File: config.mk
export PLATFORM = sky130hd
export DESIGN_NAME = button_gesture
export DESIGN_NICKNAME = d
export VERILOG_FILES = /design/src/rtl/button_gesture.sv
export SDC_FILE = /design/constraint.sdc
export NUM_CORES = 1
export LEC_CHECK = 0
export CORE_ASPECT_RATIO = 1.2
export CORE_UTILIZATION = 55
export CTS_CLUSTER_DIAMETER = 80
export DETAILED_ROUTE_END_ITERATION = 6
export DONT_BUFFER_PORTS = 1
export PLACE_DENSITY = 0.7
export SYNTH_ARGS = -nofsm -noshare
export SYNTH_HDL_FRONTEND = slang
export SYNTH_SLANG_ARGS = --single-unit
File: constraint.sdc
create_clock -name clk -period 2.3 [get_ports clk]
set_input_delay 0.46 -clock clk [delete_from_list [all_inputs] [get_ports clk]]
set_output_delay 0.46 -clock clk [all_outputs]
set_load 0.05 [all_outputs]
File: src/rtl/button_gesture.sv
// Turns the debounced button level into one-cycle gesture strobes: short, long, repeat and double press.
// Double-press detection is compiled in only when BUTTON_DOUBLE_PRESS_EN is defined.
module button_gesture #(
    parameter int unsigned CNT_W         = 16,
    parameter int unsigned LONG_CYCLES   = 16'd50000,
    parameter int unsigned GAP_CYCLES    = 16'd20000,
    parameter int unsigned REPEAT_CYCLES = 16'd10000
) (
    input  logic clk,
    input  logic reset_n,
    input  logic debounced,
    output logic short_press,
    output logic long_press,
    output logic repeat_press,
    output logic double_press,
    output logic held
);

    // Terminal counts are period-1; a period of 2^CNT_W maps to an all-ones compare.
    localparam logic [CNT_W-1:0] LONG_TC   = CNT_W'(LONG_CYCLES - 1);
    localparam logic [CNT_W-1:0] REPEAT_TC = CNT_W'(REPEAT_CYCLES - 1);
`ifdef BUTTON_DOUBLE_PRESS_EN
    localparam logic [CNT_W-1:0] GAP_TC    = CNT_W'(GAP_CYCLES - 1);
`endif

    typedef enum logic [2:0] {
        IDLE,
        PRESSED,
        LONG_HELD
`ifdef BUTTON_DOUBLE_PRESS_EN
        ,
        WAIT_GAP,
        SECOND_HELD
`endif
    } state_t;

    state_t           state;
    state_t           state_nxt;
    logic [CNT_W-1:0] cnt;
    logic [CNT_W-1:0] cnt_nxt;
    logic             btn_q;
    logic             rise;
    logic             fall;
    logic             short_nxt;
    logic             long_nxt;
    logic             repeat_nxt;
`ifdef BUTTON_DOUBLE_PRESS_EN
    logic             double_nxt;
`endif

    assign rise = debounced & ~btn_q;
    assign fall = ~debounced & btn_q;

    // btn_q resets to 1 so a button held through reset is not seen as a new press.
    always_ff @(posedge clk) begin
        if (!reset_n) begin
            state        <= IDLE;
            cnt          <= '0;
            btn_q        <= 1'b1;
            short_press  <= 1'b0;
            long_press   <= 1'b0;
            repeat_press <= 1'b0;
`ifdef BUTTON_DOUBLE_PRESS_EN
            double_press <= 1'b0;
`endif
        end else begin
            state        <= state_nxt;
            cnt          <= cnt_nxt;
            btn_q        <= debounced;
            short_press  <= short_nxt;
            long_press   <= long_nxt;
            repeat_press <= repeat_nxt;
`ifdef BUTTON_DOUBLE_PRESS_EN
            double_press <= double_nxt;
`endif
        end
    end

`ifndef BUTTON_DOUBLE_PRESS_EN
    assign double_press = 1'b0;
`endif

    always_comb begin
        state_nxt = state;
        cnt_nxt   = cnt;
        case (state)
            IDLE: begin
                if (rise) begin
                    state_nxt = PRESSED;
                    cnt_nxt   = '0;
                end
            end
            PRESSED: begin
                if (fall) begin
`ifdef BUTTON_DOUBLE_PRESS_EN
                    state_nxt = WAIT_GAP;
`else
                    state_nxt = IDLE;
`endif
                    cnt_nxt   = '0;
                end else if (cnt == LONG_TC) begin
                    state_nxt = LONG_HELD;
                    cnt_nxt   = '0;
                end else begin
                    cnt_nxt = cnt + 1'b1;
                end
            end
            LONG_HELD: begin
                if (fall) begin
                    state_nxt = IDLE;
                    cnt_nxt   = '0;
                end else if (cnt == REPEAT_TC) begin
                    cnt_nxt = '0;
                end else begin
                    cnt_nxt = cnt + 1'b1;
                end
            end
`ifdef BUTTON_DOUBLE_PRESS_EN
            WAIT_GAP: begin
                if (rise) begin
                    state_nxt = SECOND_HELD;
                    cnt_nxt   = '0;
                end else if (cnt == GAP_TC) begin
                    state_nxt = IDLE;
                    cnt_nxt   = '0;
                end else begin
                    cnt_nxt = cnt + 1'b1;
                end
            end
            SECOND_HELD: begin
                if (fall) begin
                    state_nxt = IDLE;
                    cnt_nxt   = '0;
                end
            end
`endif
            default: begin
                state_nxt = IDLE;
                cnt_nxt   = '0;
            end
        endcase
    end

    // Release always wins over a coincident terminal count.
    always_comb begin
        short_nxt  = 1'b0;
        long_nxt   = 1'b0;
        repeat_nxt = 1'b0;
`ifdef BUTTON_DOUBLE_PRESS_EN
        double_nxt = 1'b0;
`endif
        held       = 1'b0;
        case (state)
            PRESSED: begin
                held = 1'b1;
                if (fall) begin
`ifndef BUTTON_DOUBLE_PRESS_EN
                    short_nxt = 1'b1;
`endif
                end else if (cnt == LONG_TC) begin
                    long_nxt = 1'b1;
                end
            end
            LONG_HELD: begin
                held = 1'b1;
                if (!fall && cnt == REPEAT_TC) begin
                    repeat_nxt = 1'b1;
                end
            end
`ifdef BUTTON_DOUBLE_PRESS_EN
            WAIT_GAP: begin
                if (rise) begin
                    double_nxt = 1'b1;
                end else if (cnt == GAP_TC) begin
                    short_nxt = 1'b1;
                end
            end
            SECOND_HELD: begin
                held = 1'b1;
            end
`endif
            default: begin
                held = 1'b0;
            end
        endcase
    end

endmodule

-- Word-level counts from Yosys, hierarchy flattened
Cells that the tools add are included.
- register bits after elaboration: 23
- bits in latches: 0
- bits in writable memories: 0
- memory bits (read-only): 0
- input bits: 3
- output and inout bits: 5
- logic and storage cells: 43
- memories: 0
- add/subtract/negate cells: 1
- $mul: 0
- div/mod/pow operators: 0
- magnitude comparators: 0
- eq/ne operators: 7
- shift-type cells: 0
- multiplexer cells: 15
- bitwise operators: 6
- reduce and logical (&&, ||, !) cells: 8
- operators by type and width (operator ; count):
    $mux W16 ; 5
    $pmux W16 S3 ; 1
    $add A16 B1 Y16 const B ; 1
    $eq A16 B14 Y1 const B ; 1
    $eq A16 B16 Y1 const B ; 1
    $mux W3 ; 4
    $pmux W3 S3 ; 1
    $mux W1 ; 4
    $ne A2 B2 Y1 const B ; 2
    $not A1 Y1 ; 4
    $reduce_and A2 Y1 ; 2
    $eq A3 B1 Y1 const B ; 1
    $eq A3 B2 Y1 const B ; 1
    $logic_not A3 Y1 ; 1
    $ne A3 B3 Y1 const B ; 1
    $reduce_and A3 Y1 ; 1
    $reduce_or A3 Y1 ; 1
    $and A1 B1 Y1 ; 2
    $reduce_or A2 Y1 ; 1
    $logic_and A1 B1 Y1 ; 1
    $logic_not A1 Y1 ; 1

-- Logic depth before layout (Yosys ltp)
- depth after elaboration: 5
- mapped depth: 8
- mapped depth without buffers: 6

-- Worst setup path after synthesis
Ideal clock, no wire load.
- path kind: register to register
- from: register state[0]
- to: register cnt[10]
- arrival time: 1.927 ns
- slack: 0.303 ns
- stages on the path, launching flop included: 7
- clock period less this slack: 1.997 ns
- cells stage by stage: dfxtp_1 -> inv_1 -> ha_1 -> nand3_1 -> a21oi_1 -> a2bb2o_4 -> a21boi_1
- cells in the longest elaborated chain, start to end: 2
- elaborated cells on any way between the ends: 5
- classes of those cells: eq/ne: 3; mux: 1; reduce/logical: 1
- ends and longest elaborated chain (what ; line ; source):
    start: declaration ; 37 ; state_t state;
    start signal: assignment ; 67 ; state <= state_nxt;
    $eq A3 B2 Y1, or another cell as far along ; 86 ; case (state)
    $pmux W16 S3 / $ne A2 B2 Y1 (equally long branches) ; - ;
    end signal: assignment ; 68 ; cnt <= cnt_nxt;
    end: declaration ; 39 ; logic [CNT_W-1:0] cnt;
Parallel ways exist; a longest one is shown, timed or not.
A chain may end at the register's enable or synchronous reset.

-- Worst setup path after layout
- from: register cnt[0]
- to: register cnt[10]
- cells in the longest elaborated chain, start to end: 4
- elaborated cells on any way between the ends: 8
- classes of those cells: add/sub: 1; eq/ne: 2; mux: 5
- ends and longest elaborated chain (what ; line):
    $add A16 B1 Y16, or another cell as far along ; 105, 115
    $mux W16, on equally long branches ; 112, 101
    $mux W16, on equally long branches ; 109, 94
    $pmux W16 S3 * ; 86
Mark *: on every way between the ends. The rest lies on a longest branch, timed or not.

==> results.sh <==
export IMPL_outcome="finished, final reports clean"
export IMPL_min_to="btn_q"
export IMPL_synth_top_area_share_pct=35.3
export IMPL_rsz0062_at_grt="false"
export IMPL_setup_viol=0
export IMPL_synth_seq_area_share_pct=35.3
export IMPL_final_area_sq_um=1340
export IMPL_hold_class="primary input to register"
export IMPL_fin_hold_ws_ns=0.208
export IMPL_critical_path_class="register to register"
export IMPL_finalCriticalPeriod_ns=2.05
export IMPL_drv_cap=0
export IMPL_final_antenna_net_count=0
export IMPL_critPathLaunchType="register"
export IMPL_die_h_um=54.2
export IMPL_worstMarginPinSlew_ns=0.725
export IMPL_cts_hold_buf=0
export IMPL_grt_usage_pct=24.8
export IMPL_fin_skew_ns=0.0155
export IMPL_reg2reg_depth=6
export IMPL_ioPinCount=8
export IMPL_ys_seq_elements=22
export IMPL_grt_ovfl_total=0
export IMPL_drive_gt1_share_pct=9.33
export IMPL_ys_async_sr_fraction_pct=0
export IMPL_synth_warnings=0
export IMPL_dpl_hpwl_um=1970
export IMPL_vias=1095
export IMPL_register_area_sq_um=440
export IMPL_synthTopCellsByCount="22 x dfxtp_1, 18 x nand2_1, 16 x nor2_1, 7 x nand3_1"
export IMPL_place_gp_congestion=0.870
export IMPL_grt_pass1_vias=1013
export IMPL_worstSkewPairLatency_ns=0.32
export IMPL_period_share_pct=89.2
export IMPL_viasPerCell=6.08
export IMPL_start_util_pct=59.6
export IMPL_synth_most_common_cell="dfxtp_1"
export IMPL_worstHoldPathCells=1
export IMPL_synth_edf_count=0
export IMPL_p_total_uw=934
export IMPL_numCtsBuffers=3
export IMPL_syn_area_per_cell_sq_um=8.49
export IMPL_cp_required_ns=2.55
export IMPL_report_final_slew_viol_count=0
export IMPL_grt_max_degree=18
export IMPL_area_growth_pct=7.72
export IMPL_vdd_drop_max_mv=0.399
export IMPL_cts_htree_levels=1
export IMPL_grt_pass1_wl_um=4410
export IMPL_ctsResizeCount=0
export IMPL_core_area_sq_um=2090
export IMPL_wirelength_um=2630
export IMPL_postCtsSetupRepairBufs=0
export IMPL_fmax_ghz=0.488
export IMPL_numPortBuffers=0
export IMPL_post_dp_cell_area_sq_um=1290
export IMPL_p_leak_nw=0.451
export IMPL_numClockSinks=22
export IMPL_power_density_nw_per_um2=695
export IMPL_ys_flop_type="dfxtp_1"
export IMPL_rows=18
export IMPL_relSlewSlack_pct=51.4
export IMPL_syn_nets=154
export IMPL_antenna_found_initial=0
export IMPL_firstDrtPassIters=4
export IMPL_r2r_start="cnt[0]"
export IMPL_final_core_util_pct=64.2
export IMPL_multi_input_area_sq_um=768
export IMPL_synth_cells=147
export IMPL_drtIter0Drc=30
export IMPL_synthTopCellsByArea="dfxtp_1 35%, nand2_1 5.4%, nor2_1 4.8%"
export IMPL_endpoint_kind="register"
export IMPL_antenna_cells=0
export IMPL_drc=0
export IMPL_cts_tree="built"
export IMPL_cts_buffer_depth=2
export IMPL_netlist_area_sq_um=1250
export IMPL_yosys_area_top_type="dfxtp_1"
export IMPL_fillers=182
export IMPL_die_width_um=45.5
export IMPL_cp_arrival_ns=2.31
export IMPL_rrSetupSlack_ns=0.25
export IMPL_rr_endpoint="cnt[10]"
export IMPL_dieArea_sq_um=2460
export IMPL_routedWlPerCell_um=14.6
export IMPL_root_buffer="clkbuf_4"
export IMPL_ys_types=41
export IMPL_fin_nets=158
export IMPL_crit_fanout=6
export IMPL_cts_clk_slew_worst_paths_ns=0.14
export IMPL_tns_ns=0
export IMPL_finalHoldViolations=0
export IMPL_hold_start="reset_n"
-- metrics by stage --
| stage | instances | setup slack, ns |
|---|---|---|
| 6_report | 180 | 0.249 |
| 5_1_grt | 180 | 0.117 |
| 4_1_cts | 180 | 0.236 |
| 3_5_place_dp | 176 | 0.265 |
| 3_3_place_gp | 176 | 0.325 |
| 2_1_floorplan | 147 | 0.303 |
-- cell usage in the layout, fill, tap and decap left out, drive strengths merged, types with 2 or more instances in the layout --
master / instances
o21ai: 4
buf: 4
a21oi: 4
ha: 4
nand2: 18
clkbuf: 3
nor4: 7
o211ai: 2
nor2b: 3
or4: 2
o22ai: 4
mux2i: 2
and2: 3
nor3: 3
and3: 2
xor2: 3
dfxtp: 22
nor2: 16
and4: 2
xnor2: 6
inv: 4
nand2b: 4
nand4: 4
a21boi: 4
nand3: 7
-- worst max-delay path, stage by stage, from the launching register on --
cell and delay [ns]:
dfxtp_1 0.40, ha_1 0.24, nand2_1 0.11, or3_4 0.42, or4_1 0.43, a2bb2o_4 0.22
a21boi_1 0.17
-- where the power goes --
part	switching, mW	internal (mW)
Combinational	0.153	0.0751
Sequential	0.0118	0.392
Clock	0.126	0.176
Total	0.290	0.644
-- worst max-delay path by stage --
stage             start      end  cells after the start
2_1_floorplan  state[0]  cnt[10]                      6
3_3_place_gp     cnt[4]   cnt[8]                      5
3_5_place_dp     cnt[4]   cnt[9]                      5
4_1_cts          cnt[4]   cnt[9]                      5
5_1_grt          cnt[0]  cnt[10]                      6
6_report         cnt[0]  cnt[10]                      6
-- logic make-up after synthesis --
kind of cell / Yosys count / synth area share (%)
and+or+nand+nor: 78 / 35.7
AOI/OAI and AO/OA: 22 / 13.6
DFF: 22 / 35.3
xor gates and xnor gates: 9 / 6.32
buffers and inverters: 9 / 3.11
adders and majority gates: 4 / 4.01
muxes: 2 / 1.60
other: 1 / 0.301
-- per-layer routing --
layer,track usage [%],vias to the layer above,share of wire (%)
li1,-,529,-
met1,29.6,516,45
met2,41.0,40,47
met3,5.37,10,5.3
met4,12.6,0,2.9
met5,0,-,0
-- cell type report --
cell class                 instances  share of cell area [%]
tap                               30                    2.79
sequential                        22                    32.8
clock inverter                     1                    2.23
inverter                           4                    1.12
multi-input combinational        116                    57.2
clock buffer                       3                    1.68
timing repair buffer               4                    2.23
-- state kept, by name (all words and copies together), names as in the netlist --
name          count
cnt              16
state             2
btn_q             1
long_press        1
repeat_press      1
short_press       1
(Power assumes the default switching activity.)
